--- config.mk ---
export PLATFORM = sky130hd
export DESIGN_NAME = masked_and_pipe
export DESIGN_NICKNAME = d
export VERILOG_FILES = /design/src/rtl/masked_gadget_pkg.sv /design/src/rtl/masked_refresh.sv /design/src/rtl/masked_and_pipe.sv
export SDC_FILE = /design/constraint.sdc
export NUM_CORES = 1
export LEC_CHECK = 0
export CAP_MARGIN = 20
export CELL_PAD_IN_SITES_DETAIL_PLACEMENT = 0
export CELL_PAD_IN_SITES_GLOBAL_PLACEMENT = 2
export CORE_MARGIN = 3
export CORE_UTILIZATION = 32
export DETAILED_ROUTE_END_ITERATION = 16
export PLACE_DENSITY_LB_ADDON = 0.12
export SLEW_MARGIN = 20
export SYNTH_ARGS = -nofsm -noshare
export SYNTH_HDL_FRONTEND = slang
export SYNTH_SLANG_ARGS = --single-unit
export TNS_END_PERCENT = 5
--- constraint.sdc ---
create_clock -name clk -period 1.5 [get_ports clk]
set_input_delay 0.15 -clock clk [delete_from_list [all_inputs] [get_ports clk]]
set_output_delay 0.15 -clock clk [all_outputs]
set_load 0.01 [all_outputs]
--- src/rtl/masked_gadget_pkg.sv ---
// Shared constants and share-slicing helpers for the masked gadget datapath.
// Share helpers work on a fixed maximum-width bus; callers zero-extend/truncate with casts.
package masked_gadget_pkg;

    localparam logic OP_AND = 1'b0;
    localparam logic OP_XOR = 1'b1;

    localparam int SHARES_MIN = 2;
    localparam int SHARES_MAX = 4;
    localparam int MAX_WIDTH  = 64;
    localparam int MAX_BUS    = SHARES_MAX * SHARES_MAX * MAX_WIDTH;

    typedef logic [MAX_BUS-1:0]   bus_t;
    typedef logic [MAX_WIDTH-1:0] word_t;

    function automatic int nmul(input int shares);
        return shares * shares;
    endfunction

    function automatic word_t share_get(input bus_t bus, input int idx, input int width);
        word_t mask;
        mask = '1;
        mask = mask >> (MAX_WIDTH - width);
        return word_t'(bus >> (idx * width)) & mask;
    endfunction

    function automatic bus_t share_put(input bus_t bus, input int idx, input int width,
                                       input word_t val);
        word_t mask;
        bus_t  clr;
        mask = '1;
        mask = mask >> (MAX_WIDTH - width);
        clr  = bus_t'(mask) << (idx * width);
        return (bus & ~clr) | (bus_t'(val & mask) << (idx * width));
    endfunction

endpackage

--- src/rtl/masked_refresh.sv ---
// Zero-sum refresh of one shared operand: shares 0..d-2 take a fresh mask each,
// the last share absorbs the XOR of all masks so the recombined value is unchanged.
module masked_refresh
    import masked_gadget_pkg::*;
#(
    parameter int WIDTH  = 8,
    parameter int SHARES = 2
) (
    input  logic [SHARES*WIDTH-1:0]     x,
    input  logic [(SHARES-1)*WIDTH-1:0] r,
    output logic [SHARES*WIDTH-1:0]     y
);

    logic [WIDTH-1:0] acc;

    always_comb begin
        acc = '0;
        y   = '0;
        for (int i = 0; i < SHARES - 1; i++) begin
            acc = acc ^ WIDTH'(share_get(bus_t'(r), i, WIDTH));
            y[i*WIDTH +: WIDTH] = WIDTH'(share_get(bus_t'(x), i, WIDTH))
                                ^ WIDTH'(share_get(bus_t'(r), i, WIDTH));
        end
        y[(SHARES-1)*WIDTH +: WIDTH] = WIDTH'(share_get(bus_t'(x), SHARES - 1, WIDTH)) ^ acc;
    end

endmodule

--- src/rtl/masked_and_pipe.sv ---
// d-share masked AND/XOR gadget: refresh -> masked products -> compression, three
// registered stages advancing as one unit under a single stall signal.
module masked_and_pipe
    import masked_gadget_pkg::*;
#(
    parameter int WIDTH  = 8,
    parameter int SHARES = 2
) (
    input  logic                                clk,
    input  logic                                rst_n,
    input  logic                                in_valid,
    output logic                                in_ready,
    input  logic                                op,
    input  logic [SHARES*WIDTH-1:0]             a,
    input  logic [SHARES*WIDTH-1:0]             b,
    input  logic [2*(SHARES-1)*WIDTH-1:0]       r_ref,
    input  logic [SHARES*SHARES*WIDTH-1:0]      r_mul,
    output logic                                out_valid,
    input  logic                                out_ready,
    output logic [SHARES*WIDTH-1:0]             c
);

    localparam int NM = nmul(SHARES);
    localparam int SW = SHARES * WIDTH;
    localparam int KW = (SHARES - 1) * WIDTH;

    if (SHARES < SHARES_MIN || SHARES > SHARES_MAX) begin : g_bad_shares
        $error("masked_and_pipe: SHARES must be in 2..4");
    end
    if (WIDTH < 1 || WIDTH > MAX_WIDTH) begin : g_bad_width
        $error("masked_and_pipe: WIDTH must be in 1..64");
    end

    // Handshake: a beat moves on a rising edge where valid && ready. out_valid/c hold
    // until out_ready; while the output is blocked the whole pipe freezes and in_ready=0.
    logic stall;
    logic accept;

    assign stall    = out_valid && !out_ready;
    assign in_ready = !stall;
    assign accept   = in_valid && in_ready;

    logic [SW-1:0] a_ref, b_ref;

    masked_refresh #(.WIDTH(WIDTH), .SHARES(SHARES)) u_refresh_a (
        .x (a),
        .r (r_ref[0 +: KW]),
        .y (a_ref)
    );

    masked_refresh #(.WIDTH(WIDTH), .SHARES(SHARES)) u_refresh_b (
        .x (b),
        .r (r_ref[KW +: KW]),
        .y (b_ref)
    );

    logic              v1, v2;
    logic [SW-1:0]     a1, b1;
    logic [NM*WIDTH-1:0] rm1;
    logic              op1, op2;
    logic [NM*WIDTH-1:0] p_d, p2;
    logic [KW-1:0]     k_d, k2;
    logic [SW-1:0]     c_d;

    // Products and mask compressions; in XOR mode only the diagonal carries data.
    always_comb begin
        p_d = '0;
        k_d = '0;
        for (int i = 0; i < SHARES; i++) begin
            for (int j = 0; j < SHARES; j++) begin
                if (op1 == OP_AND) begin
                    p_d[(i*SHARES+j)*WIDTH +: WIDTH] =
                        (a1[i*WIDTH +: WIDTH] & b1[j*WIDTH +: WIDTH])
                        ^ rm1[(i*SHARES+j)*WIDTH +: WIDTH];
                end else if (i == j) begin
                    p_d[(i*SHARES+j)*WIDTH +: WIDTH] =
                        a1[i*WIDTH +: WIDTH] ^ b1[j*WIDTH +: WIDTH];
                end
            end
        end
        if (op1 == OP_AND) begin
            for (int m = 0; m < NM; m++) begin
                k_d[(m % (SHARES-1))*WIDTH +: WIDTH] =
                    k_d[(m % (SHARES-1))*WIDTH +: WIDTH] ^ rm1[m*WIDTH +: WIDTH];
            end
        end
    end

    // Every mask word lands once in c_0 (via p) and once in some c_s (via k), so they cancel.
    always_comb begin
        c_d = '0;
        if (op2 == OP_AND) begin
            for (int m = 0; m < NM; m++) begin
                c_d[0 +: WIDTH] = c_d[0 +: WIDTH] ^ p2[m*WIDTH +: WIDTH];
            end
            for (int s = 1; s < SHARES; s++) begin
                c_d[s*WIDTH +: WIDTH] = k2[(s-1)*WIDTH +: WIDTH];
            end
        end else begin
            for (int i = 0; i < SHARES; i++) begin
                c_d[i*WIDTH +: WIDTH] = p2[(i*SHARES+i)*WIDTH +: WIDTH];
            end
        end
    end

    always_ff @(posedge clk) begin
        if (!rst_n) begin
            v1        <= 1'b0;
            v2        <= 1'b0;
            out_valid <= 1'b0;
            a1        <= '0;
            b1        <= '0;
            rm1       <= '0;
            op1       <= 1'b0;
            op2       <= 1'b0;
            p2        <= '0;
            k2        <= '0;
            c         <= '0;
        end else if (!stall) begin
            v1 <= accept;
            if (accept) begin
                a1  <= a_ref;
                b1  <= b_ref;
                rm1 <= r_mul;
                op1 <= op;
            end
            v2 <= v1;
            if (v1) begin
                p2  <= p_d;
                k2  <= k_d;
                op2 <= op1;
            end
            out_valid <= v2;
            if (v2) begin
                c <= c_d;
            end
        end
    end

endmodule

==> reports/summary.md, run 1 <==
* in2reg — path type of the worst min-delay path
* 0 — number of flops mapped to enable cells by yosys
* 7.379% — proportion of layout cells with a drive suffix above 1
* primary output — CP Capture Type
* 0 — diodes inserted
* 41.06% — proportion of synthesized chip area in sequential cells
* 696.3 MHz — fmax
* 183 x nand2_1, 125 x dfxtp_1, 95 x xnor2_1, 52 x a21boi_0, 40 x o211a_1 — Commonest cells post-synth
* 0.008129 sq mm — post-route standard cell area excluding fillers
* 0 — count of final hold-check violations
* 62 — largest net degree at the start of global routing
* 144.0 um — height of the chip
* dfxtp_1 41%, xnor2_1 14%, nand2_1 11% — ranking of synthesized cells by area
* 875 — net total in the final layout
* 27 — Netlist cell types
* 0.12 ns — worst setup slack for register-to-register paths
* 2 — largest driver fanout on the critical path
* clkbuf_16 — root buffer cell
* 0.4222 ns — Worst-Margin Slew
* 0 — Synth warnings
* 777 — number of nets in the synthesized netlist
* 71.65% — max_slew headroom
* 4 — number of iterations in the first detailed-routing pass
* 0.53 ns — peak per-stage delay on the critical path
* built — clock tree from TritonCTS
* 1015 — non-filler instance count after layout
* 0 — number of DRC violations after detailed routing
* clkdlybuf4s50_1 — ordered list of cells on the worst path
* 6 — Worst Reg-to-Reg Cells
* 125 — count of state elements after synthesis
* 1169 mW/mm^2 — power density over the cells
* 0.02074 sq mm — area of the die
* 9.016 sq um — Mean Syn Cell Area
* 3.317 nW — leakage power summed over all cells
* 144.0 um — chip width
* nand2_1 — count leader, synth
* 2 — Min-Delay Path Depth
* 0 — cts hold-fix bufs
* 0.007471 sq mm — Placed Area
* 16.37% — total global-route track usage
* 1 — logic depth of the worst setup path including buffers
* 1765 — count of filler cells inserted in the layout
* 15.73 um — DR WL/cell
* 0.009505 W — overall power of the completed layout
* 1.436 ns — Period minus WS final
* 4911 — vias in the first global route
* rm1[8] — reg2reg end
* 0.005060 ns — Final Skew
* 95.75% — period utilization
* buffers and inverters — top cell family by delay on the critical path
* 125 — number of sinks handled by clock tree synthesis
* 33.38% — synth-to-layout area growth
* 0.7621 — final weighted congestion in routability-driven placement
* 0.01833 sq mm — core outline area
* 49 — number of placement rows
* 0 ns — Setup TNS
* 0 — Final setup violation count
* 0 — Maximum Capacitance Violations
* 41.06% — post-synth top area share
* 103 — I/O pin cnt
* 102 — number of input and output port buffers inserted
* 0 — number of antenna violations at the first check in global routing
* 0.42 ns — Clock Latency Late Sink
* 2 — maximum buffer depth of the clock tree
* rst_n — HP Start
* 771.5 uV — peak supply drop
* 0.002504 sq mm — sequential cell area
* 0.05 ns — Reg clk slew, reported paths
* 1.35 ns — required arrival time at the worst endpoint
* 33.25% — effective utilization at floorplan
* finished clean — status
* 0% — share of flip-flops with an asynchronous set or reset
* out_valid — Reg-to-Reg Start
* 0 — global route total overflow
* 0 — number of nets with antenna violations after routing
* no — unrepaired setup endpoints after global routing
* flop — sort of element at the start of the critical path
* 0.003362 sq mm — multi-input logic area
* dfxtp_1 — most used flip-flop cell after synthesis
* 152 — violation count after the first detailed-routing iteration
* 0.006095 sq mm — netlist area before placement
* 17 — CTS buffer count
* 4844 — via count of the routed design
* dfxtp_1 — most area-hungry cell type in the Yosys netlist
* 984 — placed cell count
* 4.772 — number of vias per cell
* 0 — Final Slew Violations
* reg2out — kind of critical path
* a1[14] — hold path endpoint
* 1 — buffers plus inverters on the worst setup path
* 4 — # H-tree levels
* 676 — Mapped Cells
* 15.97 mm — wire length after detailed routing
* 1.29 ns — arrival time at the worst endpoint
* clkdlybuf4s50_1 — cell with the biggest individual delay on the critical path
* 11.59 mm — dpl hpwl
* 26.06 mm — first-pass GRT wire length
[worst max-delay path by stage]
stage,start,endpoint,slack (ns)
2_1_floorplan,out_valid,a1[0],0.009
3_3_place_gp,out_ready,rm1[11],-0.15
3_5_place_dp,out_ready,rm1[8],-0.16
4_1_cts,out_valid,in_ready,0.03
5_1_grt,c[4],c[4],0.002
6_report,c[4],c[4],0.06
[sequential cells by signal (all words and copies together), names as in the netlist]
| signal | count |
|---|---|
| p2 | 32 |
| k2 | 8 |
| c | 16 |
| b1 | 16 |
| rm1 | 32 |
| v2 | 1 |
| a1 | 16 |
| out_valid | 1 |
| v1 | 1 |
| op2 | 1 |
| op1 | 1 |
[cells in the final DEF, fill, tap and decap left out, types with 2 or more instances in the layout]
| cell | synthesis | layout |
|---|---|---|
| buf_4 | 0 | 14 |
| buf_12 | 0 | 10 |
| o21ai_0 | 19 | 18 |
| clkdlybuf4s50_1 | 0 | 99 |
| nor2b_1 | 24 | 24 |
| dfxtp_1 | 125 | 124 |
| a21boi_0 | 52 | 52 |
| xnor2_1 | 95 | 95 |
| xor2_1 | 15 | 15 |
| ha_1 | 16 | 16 |
| o211a_1 | 40 | 40 |
| o21ai_1 | 5 | 6 |
| o2111ai_1 | 7 | 7 |
| clkbuf_16 | 0 | 17 |
| nand2b_1 | 7 | 7 |
| clkbuf_1 | 21 | 2 |
| nand2_1 | 183 | 183 |
| clkbuf_8 | 0 | 7 |
| bufinv_16 | 0 | 4 |
| mux2i_1 | 8 | 8 |
| a22oi_1 | 24 | 24 |
[per-stage QoR]
stage	worst slack, ns	util, %	hold WS (ns)
5_1_grt	0.001899	44.35	0.1444
4_1_cts	0.02626	44.32	0.1265
3_5_place_dp	-0.1612	40.75	0.4487
2_1_floorplan	0.008571	-	0.2949
6_report	0.06375	44.35	0.1368
3_3_place_gp	-0.1527	40.75	0.4401
[final cells by class]
type                            instances  area share, %
Multi-Input combinational cell        504          41.36
Sequential cell                       125          30.80
Timing Repair Buffer                  125          16.22
Clock buffer                           26          6.511
Tap cell                              229          3.525
Clock inverter                          5          1.539
Inverter                                1        0.04618
[cells by family (layout without fill, tap and decap cells)]
| group | Yosys count | in the layout | share of synthesized area (%) |
|---|---|---|---|
| xor gates and xnor gates | 111 | 111 | 16.18 |
| muxes | 8 | 8 | 1.314 |
| buffers and inverters | 47 | 157 | 3.798 |
| adders and majority gates | 16 | 16 | 3.285 |
| AOI/OAI and AO/OA | 149 | 149 | 19.11 |
| DFF | 125 | 125 | 41.06 |
| and+or+nand+nor | 220 | 220 | 15.25 |
[where the power goes]
part / internal, W / switching, W
clock: 0.00308 / 0.00144
sequential: 0.00351 / 0.000170
combinational: 0.000708 / 0.000587
[per-layer routing]
metal	share of wire [%]	global-route usage (%)
met1	49	22.32
met2	45	25.55
met3	4.7	3.935
met4	1.7	5.401
met5	0	0
[timing repair]
item | in CTS | in global routing
endpoints found under the setup margin | 1 | 3
setup buffers | 0 | 0
resized for setup | 2 | 3
Note: power is estimated with default switching activity, not from simulation.
==> run 2, diff against run 1 <==
--- a/config.mk
+++ b/config.mk
@@ -8,11 +8,11 @@
 export CAP_MARGIN = 20
 export CELL_PAD_IN_SITES_DETAIL_PLACEMENT = 0
 export CELL_PAD_IN_SITES_GLOBAL_PLACEMENT = 2
-export CORE_MARGIN = 3
 export CORE_UTILIZATION = 32
 export DETAILED_ROUTE_END_ITERATION = 16
 export PLACE_DENSITY_LB_ADDON = 0.12
-export SLEW_MARGIN = 20
+export REMOVE_ABC_BUFFERS = 1
+export SLEW_MARGIN = 30
 export SYNTH_ARGS = -nofsm -noshare
 export SYNTH_HDL_FRONTEND = slang
 export SYNTH_SLANG_ARGS = --single-unit
==> reports/summary.md, run 2 (same netlist as run 1, synthesis figures left out) <==
* p2: 32 flops, rm1: 32 flops — largest registers
* 201 — violation count after the first detailed-routing iteration
* 74.60% — max_slew headroom
* met4 — uppermost signal routing layer after detailed routing
* 4 — # H-tree levels
* 50 — number of placement rows
* 31.16% — synth-to-layout area growth
* 0.007427 sq mm — Placed Area
* built — clock tree from TritonCTS
* 0.3811 ns — Worst-Margin Slew
* 41.6% — Seq pwr share
* 91 — largest net degree at the start of global routing
* 0 — # Post-CTS Setup Buffers
* 0 — diodes inserted
* 102 — number of input and output port buffers inserted
* rst_n — HP Start
* 0 — count of final hold-check violations
* 7.024% — proportion of layout cells with a drive suffix above 1
* finished clean — status
* clkdlybuf4s50_1 — cell with the biggest individual delay on the critical path
* 140.0 um — chip width
* 2 — maximum buffer depth of the clock tree
* nand2_1 — leading cell type in the layout, fill and taps excluded
* out_valid — Reg-to-Reg Start
* no — unrepaired setup endpoints after global routing
* 0.006750 W — internal cell power
* 0.007994 sq mm — post-route standard cell area excluding fillers
* 182 x nand2_1, 124 x dfxtp_1, 95 x xnor2_1 — most frequent cells in the layout
* 0.01960 sq mm — area of the die
* c[7] — critical path startpoint
* 6 — number of iterations in the first detailed-routing pass
* 1 — buffers plus inverters on the worst setup path
* reg2out — kind of critical path
* 0.003372 sq mm — multi-input logic area
* 0 — Final setup violation count
* buffers and inverters — top cell family by delay on the critical path
* 0.002504 sq mm — sequential cell area
* 1.459 ns — Period minus WS final
* 0 — number of DRC violations after detailed routing
* 0.55 ns — peak per-stage delay on the critical path
* 685.6 MHz — fmax
* 0 — Final Slew Violations
* 44.8% — portion of total power attributed to the clock network
* 0 — number of nets with antenna violations after routing
* 0.41 ns — Clock Latency Late Sink
* 32.58% — effective utilization at floorplan
* 0 — global route total overflow
* 23.78% — fraction of power spent switching nets
* 872 — net total in the final layout
* 445 um — Met3 Wirelength
* 17 — CTS buffer count
* 1.35 ns — required arrival time at the worst endpoint
* 4.621 — number of vias per cell
* 13.87 mm — wire length after detailed routing
* 42.74% — utilization of the core after routing
* 103 — I/O pin cnt
* 6.531 mm — wire length on met2
* 13.7% — combinational cell fraction of total power
* 4581 — vias in the first global route
* 23.00 mm — first-pass GRT wire length
* 0.01871 sq mm — core outline area
* 1.31 ns — arrival time at the worst endpoint
* 0 — Maximum Capacitance Violations
* 0 — number of antenna violations at the first check in global routing
* 13.64 um — DR WL/cell
* 682.0 uV — peak supply drop
* 125 — number of sinks handled by clock tree synthesis
* 0.2358 ns — Min Hold Slack
* primary output — CP Capture Type
* 0.7477 — final weighted congestion in routability-driven placement
* 0 ns — Setup TNS
* 1108 mW/mm^2 — power density over the cells
* 0.06 ns — Reg clk slew, reported paths
* 6.719 mm — Met1 Routed Length
* 0 — cts hold-fix bufs
* 1851 — count of filler cells inserted in the layout
* clkdlybuf4s50_1 — ordered list of cells on the worst path
* 14.97% — total global-route track usage
* 3.325 nW — leakage power summed over all cells
* flop — sort of element at the start of the critical path
* 97.23% — period utilization
* 2 — largest driver fanout on the critical path
* 0.005908 ns — Final Skew
* 9.544 mm — dpl hpwl
* 0.002106 W — net load switching power
* 140.0 um — height of the chip
* clkbuf_16 — root buffer cell
* 4700 — via count of the routed design
* in2reg — path type of the worst min-delay path
-- run 2: cell types whose count changed in the layout (fill, tap and decap cells not counted), moves of 2 or more --
cell             change
clkinv_2             +5
dlygate4sd2_1        +8
bufinv_16            -2
buf_12               -3
dlymetal6s2s_1       +2
clkdlybuf4s50_1     -10
clkbuf_8             -4
-- run 2: what timing repair did --
action	4_1_cts	5_1_grt
pin swaps	0	0
gates resized for setup	10	4
endpoints found under the setup margin	10	4
-- run 2: final timing paths --
kind,end,cells past startpoint,slack (ns)
max,c[7],1,0.04
min,a1[1],3,0.24
max reg2reg,k2[3],6,0.17
min reg2reg,c[3],2,0.45
-- run 2: area by class of cell --
cell class	count	area share, %
clock buffers	23	5.979
clock inverters	8	1.127
repair buffers	122	15.68
multi-input cells	504	42.18
inverters	1	0.04696
well taps	234	3.663
flip-flops and latches	125	31.32
-- run 2: routing by layer --
| layer | vias to the layer above | GRT usage (%) |
|---|---|---|
| met3 | 13 | 3.658 |
| li1 | 2453 | - |
| met1 | 2161 | 19.34 |
| met4 | 0 | 5.032 |
| met5 | - | 0 |
| met2 | 73 | 24.34 |
-- run 2: power groups by stage --
stage,logic [W],registers [W],clock network [W]
finish,0.00121,0.00368,0.00396
global route,0.00135,0.00371,0.00426
global placement,0.00121,0.00375,0
detailed placement,0.00124,0.00375,0
CTS,0.00124,0.00368,0.00408
floorplan,0.000669,0.00372,0
-- run 2: stage by stage --
step / std cells / total power, W / setup slack [ns]
6_report: 1017 / 0.008855 / 0.04148
5_1_grt: 1017 / 0.009330 / 0.0008238
4_1_cts: 1017 / 0.009003 / 0.006156
3_5_place_dp: 986 / 0.004991 / -0.1429
3_3_place_gp: 986 / 0.004962 / -0.1130
2_1_floorplan: 630 / 0.004393 / -1.134
==> run 3, diff against run 2 <==
--- a/config.mk
+++ b/config.mk
@@ -12,8 +12,9 @@
 export DETAILED_ROUTE_END_ITERATION = 16
 export PLACE_DENSITY_LB_ADDON = 0.12
 export REMOVE_ABC_BUFFERS = 1
+export SKIP_CTS_REPAIR_TIMING = 1
 export SLEW_MARGIN = 30
 export SYNTH_ARGS = -nofsm -noshare
 export SYNTH_HDL_FRONTEND = slang
 export SYNTH_SLANG_ARGS = --single-unit
-export TNS_END_PERCENT = 5
+export TNS_END_PERCENT = 20
==> reports/summary.md, run 3 (same netlist as run 1, synthesis figures left out) <==
* 125 — number of sinks handled by clock tree synthesis
* 0.7477 — final weighted congestion in routability-driven placement
* 4 — # H-tree levels
* 0 — number of nets with antenna violations after routing
* 0 — number of antenna violations at the first check in global routing
* 0.007567 ns — Final Skew
* 31.74% — synth-to-layout area growth
* 42.92% — utilization of the core after routing
* 4.624 — number of vias per cell
* 0 — Final setup violation count
* 1103 mW/mm^2 — power density over the cells
* 4581 — vias in the first global route
* 13.67 um — DR WL/cell
* 0.01871 sq mm — core outline area
* 19.34% — met1 Track Usage GR
* 140.0 um — height of the chip
* 97.29% — period utilization
* 0.003372 sq mm — multi-input logic area
* 17 — CTS buffer count
* reg2out — kind of critical path
* 0 — diodes inserted
* 24.32% — met2 capacity usage during global routing
* 182 x nand2_1, 125 x dfxtp_1, 95 x xnor2_1 — most frequent cells in the layout
* 50 — number of placement rows
* clkbuf_16 — root buffer cell
* 1.459 ns — Period minus WS final
* 1.31 ns — arrival time at the worst endpoint
* 0 — count of final hold-check violations
* in2reg — path type of the worst min-delay path
* p2: 32 flops, rm1: 32 flops — largest registers
* 1845 — count of filler cells inserted in the layout
* 3.658% — met3 demand-to-capacity share in global routing
* 0.2437 ns — Min Hold Slack
* 103 — I/O pin cnt
* flop — sort of element at the start of the critical path
* 0 — Final Slew Violations
* built — clock tree from TritonCTS
* 0 — global route total overflow
* 13.90 mm — wire length after detailed routing
* no — unrepaired setup endpoints after global routing
* 185 — violation count after the first detailed-routing iteration
* 0 — Maximum Capacitance Violations
* 75.15% — max_slew headroom
* 14.96% — total global-route track usage
* 9.544 mm — dpl hpwl
* 0.06 ns — Reg clk slew, reported paths
* 23.00 mm — first-pass GRT wire length
* 3.430 nW — leakage power summed over all cells
* 4 — number of iterations in the first detailed-routing pass
* 0.01960 sq mm — area of the die
* finished clean — status
* nand2_1 — leading cell type in the layout, fill and taps excluded
* 6.897% — proportion of layout cells with a drive suffix above 1
* 682.2 uV — peak supply drop
* met2 — Most Crowded Layer GR
* 0.3727 ns — Worst-Margin Slew
* 1 — buffers plus inverters on the worst setup path
* 102 — number of input and output port buffers inserted
* 0.008859 W — overall power of the completed layout
* 32.58% — effective utilization at floorplan
* 0.41 ns — Clock Latency Late Sink
* 0 — number of DRC violations after detailed routing
* 685.2 MHz — fmax
* 0.002502 sq mm — sequential cell area
* 1.35 ns — required arrival time at the worst endpoint
* 2 — largest driver fanout on the critical path
* 872 — net total in the final layout
* buffers and inverters — top cell family by delay on the critical path
* 2 — maximum buffer depth of the clock tree
* clkdlybuf4s50_1 — cell with the biggest individual delay on the critical path
* 0.55 ns — peak per-stage delay on the critical path
* 91 — largest net degree at the start of global routing
* 140.0 um — chip width
* 4703 — via count of the routed design
* clkdlybuf4s50_1 — ordered list of cells on the worst path
* primary output — CP Capture Type
## run 3: cell count changes in the layout (fill, tap and decap cells not counted), sizes merged
cell           before  now
clkdlybuf4s15       1    0
dlygate4sd2         8    0
dlymetal6s2s        3   12
## run 3: worst paths after layout
check | slack (ns) | depth (start not counted) | startpoint | end
worst min register to register | 0.45 | 2 | c[3] | c[3]
worst min-delay path | 0.24 | 3 | rst_n | a1[1]
worst max register to register | 0.14 | 5 | out_valid | b1[10]
worst max-delay path | 0.04 | 1 | c[7] | c[7]
## run 3: layout make-up
class	instances	share of cell area [%]
Multi-Input combinational cell	504	42.00
Sequential cell	125	31.17
Timing Repair Buffer	122	16.07
Clock buffer	23	5.953
Tap cell	234	3.647
Clock inverter	8	1.122
Inverter	1	0.04675
## run 3: per-stage QoR
| step | setup TNS, ns | std cells | worst slack [ns] | area, sq um |
|---|---|---|---|---|
| finish | 0 | 1017 | 0.04068 | 8029 |
| global route | 0 | 1017 | 0.0008238 | 8029 |
| CTS | -0.3787 | 1017 | -0.2603 | 7995 |
| detailed placement | -11.29 | 986 | -0.1429 | 7427 |
| global placement | -7.966 | 986 | -0.1130 | 7427 |
| floorplan | -80.18 | 630 | -1.134 | 5867 |
## run 3: power by group
group | internal, W | total, W | switching [W]
registers | 0.00352 | 0.00368 | 0.000167
clock network | 0.00255 | 0.00396 | 0.00141
logic | 0.000691 | 0.00122 | 0.000524
total | 0.00675 | 0.00886 | 0.00210
## run 3: routing by layer
| metal | part of all wire [%] | vias up |
|---|---|---|
| li1 | - | 2451 |
| met1 | 48 | 2168 |
| met2 | 47 | 75 |
| met3 | 3.3 | 9 |
| met4 | 1.0 | 0 |
| met5 | 0 | - |
